`config.mk`:
```
export PLATFORM = sky130hd
export DESIGN_NAME = multicycle_control_fsm
export DESIGN_NICKNAME = d
export VERILOG_FILES = /design/src/rtl/multicycle_control_fsm.sv
export SDC_FILE = /design/constraint.sdc
export NUM_CORES = 1
export LEC_CHECK = 0
export CAP_MARGIN = 40
export CORE_ASPECT_RATIO = 0.5
export CORE_MARGIN = 1.5
export CORE_UTILIZATION = 30
export DETAILED_ROUTE_END_ITERATION = 8
export PLACE_DENSITY = 0.79
export SYNTH_ARGS = -nofsm -noshare
export SYNTH_HDL_FRONTEND = slang
export SYNTH_SLANG_ARGS = --single-unit
```
`constraint.sdc`:
```
create_clock -name clk -period 1.9 [get_ports clk]
set_input_delay 0.285 -clock clk [delete_from_list [all_inputs] [get_ports clk]]
set_output_delay 0.285 -clock clk [all_outputs]
set_load 0.005 [all_outputs]
```
`src/rtl/multicycle_control_fsm.sv`:
```
// Main control FSM of the multicycle RV32I core: sequences fetch/decode/execute/
// memory/writeback and drives ALU op codes, datapath selects and write strobes.
module multicycle_control_fsm #(
  parameter logic [3:0] RESET_STATE = 4'd0
) (
  input  logic        clk,
  input  logic        reset,
  input  logic [31:0] instr,
  input  logic        mem_rdy,
  input  logic        zero,
  input  logic        carry,
  input  logic        sign,
  input  logic        overflow,
  output logic [3:0]  alu_control,
  output logic [1:0]  alu_src_a,
  output logic [1:0]  alu_src_b,
  output logic [1:0]  result_src,
  output logic [2:0]  imm_src,
  output logic        adr_src,
  output logic        mem_req,
  output logic        mem_write,
  output logic        ir_write,
  output logic        pc_write,
  output logic        reg_write,
  output logic        illegal,
  output logic [3:0]  state_dbg
);

  typedef enum logic [3:0] {
    S_FETCH    = 4'd0,  S_DECODE   = 4'd1,  S_MEMADR   = 4'd2,  S_MEMREAD = 4'd3,
    S_MEMWB    = 4'd4,  S_MEMWRITE = 4'd5,  S_EXECUTER = 4'd6,  S_EXECUTEI = 4'd7,
    S_ALUWB    = 4'd8,  S_BRANCH   = 4'd9,  S_JAL      = 4'd10, S_JALR    = 4'd11,
    S_LUI      = 4'd12
  } state_t;

  typedef enum logic [3:0] {
    ALU_ADD  = 4'b0000, ALU_SUB = 4'b0001, ALU_AND = 4'b0010, ALU_OR  = 4'b0011,
    ALU_SLT  = 4'b0101, ALU_PASS = 4'b0111, ALU_SRL = 4'b1000, ALU_SRA = 4'b1001,
    ALU_SLL  = 4'b1010, ALU_XOR = 4'b1100
  } alu_op_t;

  typedef enum logic [6:0] {
    OP_LOAD  = 7'b0000011, OP_STORE = 7'b0100011, OP_R    = 7'b0110011,
    OP_I     = 7'b0010011, OP_BR    = 7'b1100011, OP_JAL  = 7'b1101111,
    OP_JALR  = 7'b1100111, OP_LUI   = 7'b0110111, OP_AUIPC = 7'b0010111
  } opcode_t;

  state_t   r_state, w_next;
  opcode_t  w_opcode;
  logic [2:0] w_funct3;
  logic     w_f7b5;
  alu_op_t  w_exec_op;
  logic     w_exec_ill, w_br_take, w_br_ill;
  logic     w_mem_req, w_mem_write, w_ir_write, w_pc_write, w_reg_write, w_illegal;
  logic     w_unused;

  assign w_opcode = opcode_t'(instr[6:0]);
  assign w_funct3 = instr[14:12];
  assign w_f7b5   = instr[30];
  assign w_unused = ^{instr[31], instr[29:15], instr[11:7]};

  always_ff @(posedge clk or posedge reset) begin
    if (reset) r_state <= state_t'(RESET_STATE);
    else       r_state <= w_next;
  end

  always_comb begin
    case (w_opcode)
      OP_STORE:          imm_src = 3'b001;
      OP_BR:             imm_src = 3'b010;
      OP_JAL:            imm_src = 3'b011;
      OP_LUI, OP_AUIPC:  imm_src = 3'b100;
      default:           imm_src = 3'b000;
    endcase
  end

  // SUB only exists for R-type; funct7[5] selects SRA for both R and I shifts.
  always_comb begin
    w_exec_ill = 1'b0;
    case (w_funct3)
      3'b000:  w_exec_op = (r_state == S_EXECUTER && w_f7b5) ? ALU_SUB : ALU_ADD;
      3'b001:  w_exec_op = ALU_SLL;
      3'b010:  w_exec_op = ALU_SLT;
      3'b100:  w_exec_op = ALU_XOR;
      3'b101:  w_exec_op = w_f7b5 ? ALU_SRA : ALU_SRL;
      3'b110:  w_exec_op = ALU_OR;
      3'b111:  w_exec_op = ALU_AND;
      default: begin
        w_exec_op  = ALU_ADD;
        w_exec_ill = 1'b1;
      end
    endcase
  end

  always_comb begin
    w_br_ill = 1'b0;
    case (w_funct3)
      3'b000:  w_br_take = zero;
      3'b001:  w_br_take = ~zero;
      3'b100:  w_br_take = sign ^ overflow;
      3'b101:  w_br_take = ~(sign ^ overflow);
      3'b110:  w_br_take = carry;
      3'b111:  w_br_take = ~carry;
      default: begin
        w_br_take = 1'b0;
        w_br_ill  = 1'b1;
      end
    endcase
  end

  always_comb begin
    w_next      = r_state;
    alu_control = ALU_ADD;
    alu_src_a   = 2'b00;
    alu_src_b   = 2'b00;
    result_src  = 2'b00;
    adr_src     = 1'b0;
    w_mem_req   = 1'b0;
    w_mem_write = 1'b0;
    w_ir_write  = 1'b0;
    w_pc_write  = 1'b0;
    w_reg_write = 1'b0;
    w_illegal   = 1'b0;
    case (r_state)
      S_FETCH: begin
        w_mem_req  = 1'b1;
        alu_src_b  = 2'b10;
        result_src = 2'b10;
        if (mem_rdy) begin
          w_ir_write = 1'b1;
          w_pc_write = 1'b1;
          w_next     = S_DECODE;
        end
      end
      S_DECODE: begin
        alu_src_a = 2'b01;
        alu_src_b = 2'b01;
        case (w_opcode)
          OP_LOAD, OP_STORE: w_next = S_MEMADR;
          OP_R:              w_next = S_EXECUTER;
          OP_I:              w_next = S_EXECUTEI;
          OP_BR:             w_next = S_BRANCH;
          OP_JAL:            w_next = S_JAL;
          OP_JALR:           w_next = S_JALR;
          OP_LUI:            w_next = S_LUI;
          OP_AUIPC:          w_next = S_ALUWB;
          default: begin
            w_illegal = 1'b1;
            w_next    = S_FETCH;
          end
        endcase
      end
      S_MEMADR: begin
        alu_src_a = 2'b10;
        alu_src_b = 2'b01;
        w_next    = (w_opcode == OP_LOAD) ? S_MEMREAD : S_MEMWRITE;
      end
      S_MEMREAD: begin
        w_mem_req = 1'b1;
        adr_src   = 1'b1;
        if (mem_rdy) w_next = S_MEMWB;
      end
      S_MEMWB: begin
        result_src  = 2'b01;
        w_reg_write = 1'b1;
        w_next      = S_FETCH;
      end
      S_MEMWRITE: begin
        w_mem_req   = 1'b1;
        w_mem_write = 1'b1;
        adr_src     = 1'b1;
        if (mem_rdy) w_next = S_FETCH;
      end
      S_EXECUTER, S_EXECUTEI: begin
        alu_src_a   = 2'b10;
        alu_src_b   = (r_state == S_EXECUTEI) ? 2'b01 : 2'b00;
        alu_control = w_exec_op;
        if (w_exec_ill) begin
          w_illegal = 1'b1;
          w_next    = S_FETCH;
        end else begin
          w_next = S_ALUWB;
        end
      end
      S_ALUWB: begin
        w_reg_write = 1'b1;
        w_next      = S_FETCH;
      end
      S_BRANCH: begin
        alu_control = ALU_SUB;
        alu_src_a   = 2'b10;
        w_pc_write  = w_br_take;
        w_illegal   = w_br_ill;
        w_next      = S_FETCH;
      end
      S_JAL: begin
        w_pc_write = 1'b1;
        alu_src_a  = 2'b01;
        alu_src_b  = 2'b10;
        w_next     = S_ALUWB;
      end
      S_JALR: begin
        alu_src_a = 2'b10;
        alu_src_b = 2'b01;
        w_next    = S_JAL;
      end
      S_LUI: begin
        alu_control = ALU_PASS;
        alu_src_b   = 2'b01;
        w_next      = S_ALUWB;
      end
      default: w_next = S_FETCH;
    endcase
  end

  // Strobes are forced low for the whole reset interval, not just after the state settles.
  assign mem_req   = w_mem_req   & ~reset;
  assign mem_write = w_mem_write & ~reset;
  assign ir_write  = w_ir_write  & ~reset;
  assign pc_write  = w_pc_write  & ~reset;
  assign reg_write = w_reg_write & ~reset;
  assign illegal   = w_illegal   & ~reset;
  assign state_dbg = r_state;

endmodule

```
==> results.toml <==
[yosys]
ys_seq_area_frac = 0.122
netlist_instances = 128
synth_top_flop_cell = "dfrtp_1"
syn_area_per_cell_um2 = 6.43
synthesis.area_um2 = 823
synth_warnings = 0
synth_compound_area_frac = 0.305
synthArstFlopShare = 1.00
synth_nets = 167
synth_area_leaders = "dfrtp_1 12%, a21oi_1 7.3%, nand2_1 5.5%"
synth-edff-count = 0
synth_top_area_frac = 0.122
yosysUniqueCellTypes = 41
synth_top_cells_by_count = "12 x a21oi_1, 12 x nand2_1, 11 x nor2_1"
synth_top_area_cell = "dfrtp_1"
muxShareOfSynthArea = 0.0122
synth_top_family_by_area = "simple AND/OR/NAND/NOR gates"
synthAdderAreaFrac = 0
synth_seq_cells = 4
synth_simple_gate_area_frac = 0.419
synth_xor_area_frac = 0.0532

[finish]
fin_area_um2 = 1950
stdcell_count = 258
n_fill_cell = 156
largest_reg_flops = 4
area_growth_pct = 137
finish.utilization = 0.750
nNetsFinal = 262
drive_gt1_frac = 0.516
antennaDiodeCount = 0

[placed_design]
port_buffers = 41
place_area_um2 = 1550
place_ws_ps = -604
gp_congestion = 0.911
place_inst = 237
hpwlAfterDp_um = 2570

[floorplanning]
die_area_um2 = 3090
die_y_um = 40.0
io_pins = 63
core_um2 = 2600
fp.dieW_um = 77.1
initial_core_util = 0.316
fp-row-count = 13

[detailed_routing]
viasPerCell = 5.95
vias = 1536
first_pass_iters = 5
drc = 0
ant_nets = 0
dr.first_iter.drc_count = 150
drt-wirelength-per-cell_um = 18.4
wirelength_um = 4750

[clock_tree]
cts_sinks = 4
ctsHoldBuffers = 0
clk_latency_ps = 220
htreeDepth = 1
cts-root-buf = "clkbuf_8"
cts_tree = "yes"
cts_buffers = 3
path_clk_slew_ps = 30
clock_path_buffers = 2

[setup_path]
crit_slowest_cell = "dfrtp_1"
worstSetupPathType = "flop to primary output"
slowest_delay_ps = 380
start_kind = "flop"
required_ps = 1620
crit_fanout = 6
arrival_ps = 1770
crit_chain = "buf_6 -> buf_4 -> nor2b_1 -> and3_1 -> o21ai_1 -> a221oi_2 -> buf_2"
end_kind = "primary output"

[status]
violations = "setup timing"
status = "finished with violations"

[pwr]
irDropWorstVdd_uv = 279
power.density_nw_per_um2 = 354
leakage_nw = 0.913

[sta]
setup_ws_ps = -156
max_freq_mhz = 486
hold_viol = 0
setup_violations = 7
max_slew.worst_pin.slew_ps = 431
rsz0062_at_grt = "true"
min_period_over_period = 1.08
fin_skew_ps = 9.03
tns_ps = -418
slew_violations = 0
fin_crit_ps = 2060
relSlewSlack = 0.711

[min_path]
min_path_type = "primary input to flop"

[global_route]
track_usage = 0.273
antenna_found_initial = 0
grt_pass1_vias = 1358
grt_max_degree = 10
grt_pass1_wl_um = 6390
globalRouteOverflowTotal = 0

[flow_run]
maxCapViolCount = 0
[where the power goes]
| group | internal (mW) | switching (mW) |
|---|---|---|
| Clock | 0.136 | 0.0494 |
| Sequential | 0.0905 | 0.00532 |
| Combinational | 0.212 | 0.199 |
| Total | 0.438 | 0.254 |
[placed cells by master (no fill, tap or decap), drive strengths merged, types with 4 or more instances in the layout]
cell type      Yosys  routed
a21oi             12      12
clkdlybuf4s50      0      12
nor2b              5       5
nor2              11      11
dlygate4sd2        0      13
inv                6       6
dfrtp              4       4
nand2             12      12
and3               5       5
buf                2      65
nor3               6       6
clkbuf             9       9
nand2b             7       7
o21ai              6       6
[stage by stage]
stage	hold WS, ps	power [mW]
floorplan	69.7	0.224
global placement	664	0.390
detailed placement	687	0.397
CTS	595	0.629
global route	618	0.724
finish	604	0.691
[area by class of cell]
type,instances,area [um^2],area share
multi-input combinational,107,883,0.453
timing repair buffer,101,857,0.439
sequential,4,101,0.0519
tap,37,46.3,0.0237
clock buffer,3,41.3,0.0212
inverter,6,22.5,0.0115
[worst max-delay path, delay by kind of cell (launching register included)]
kind            cells  cell delay [ps]
simple gates        2              380
flops               1              380
compound gates      2              350
buf+inv             3              440
[worst paths after layout]
| check | from | to | slack, ps | cells after the start |
|---|---|---|---|---|
| setup / recovery | state_dbg[1] | illegal | -160 | 7 |
| hold / removal | instr[1] | state_dbg[1] | 600 | 4 |
| setup reg to reg | state_dbg[0] | state_dbg[1] | -110 | 5 |
| hold reg to reg | state_dbg[3] | state_dbg[0] | 760 | 2 |
| max in group asynchronous | reset | state_dbg[0] | 1160 | 4 |
| min in group asynchronous | reset | state_dbg[2] | 630 | 4 |
[routing by layer]
layer,vias to the layer above,part of all wire,GRT usage
met5,-,0,0
met4,0,0.057,0.100
met3,34,0.087,0.0455
met2,133,0.46,0.524
met1,712,0.40,0.327
li1,657,-,-
[cells by family after synthesis]
| group | after synthesis |
|---|---|
| and+or+nand+nor | 63 |
| buffers and inverters | 17 |
| muxes | 1 |
| AOI/OAI and AO/OA | 38 |
| xor gates and xnor gates | 5 |
| DFF | 4 |
[repair_timing]
action                                  CTS  global route
gates cloned                              0             0
endpoints found under the setup margin   22            17
pin swaps                                13            12
setup buffers                            16             2
resized for setup                        77            48
No activity file was read; power rests on OpenSTA's default activity.
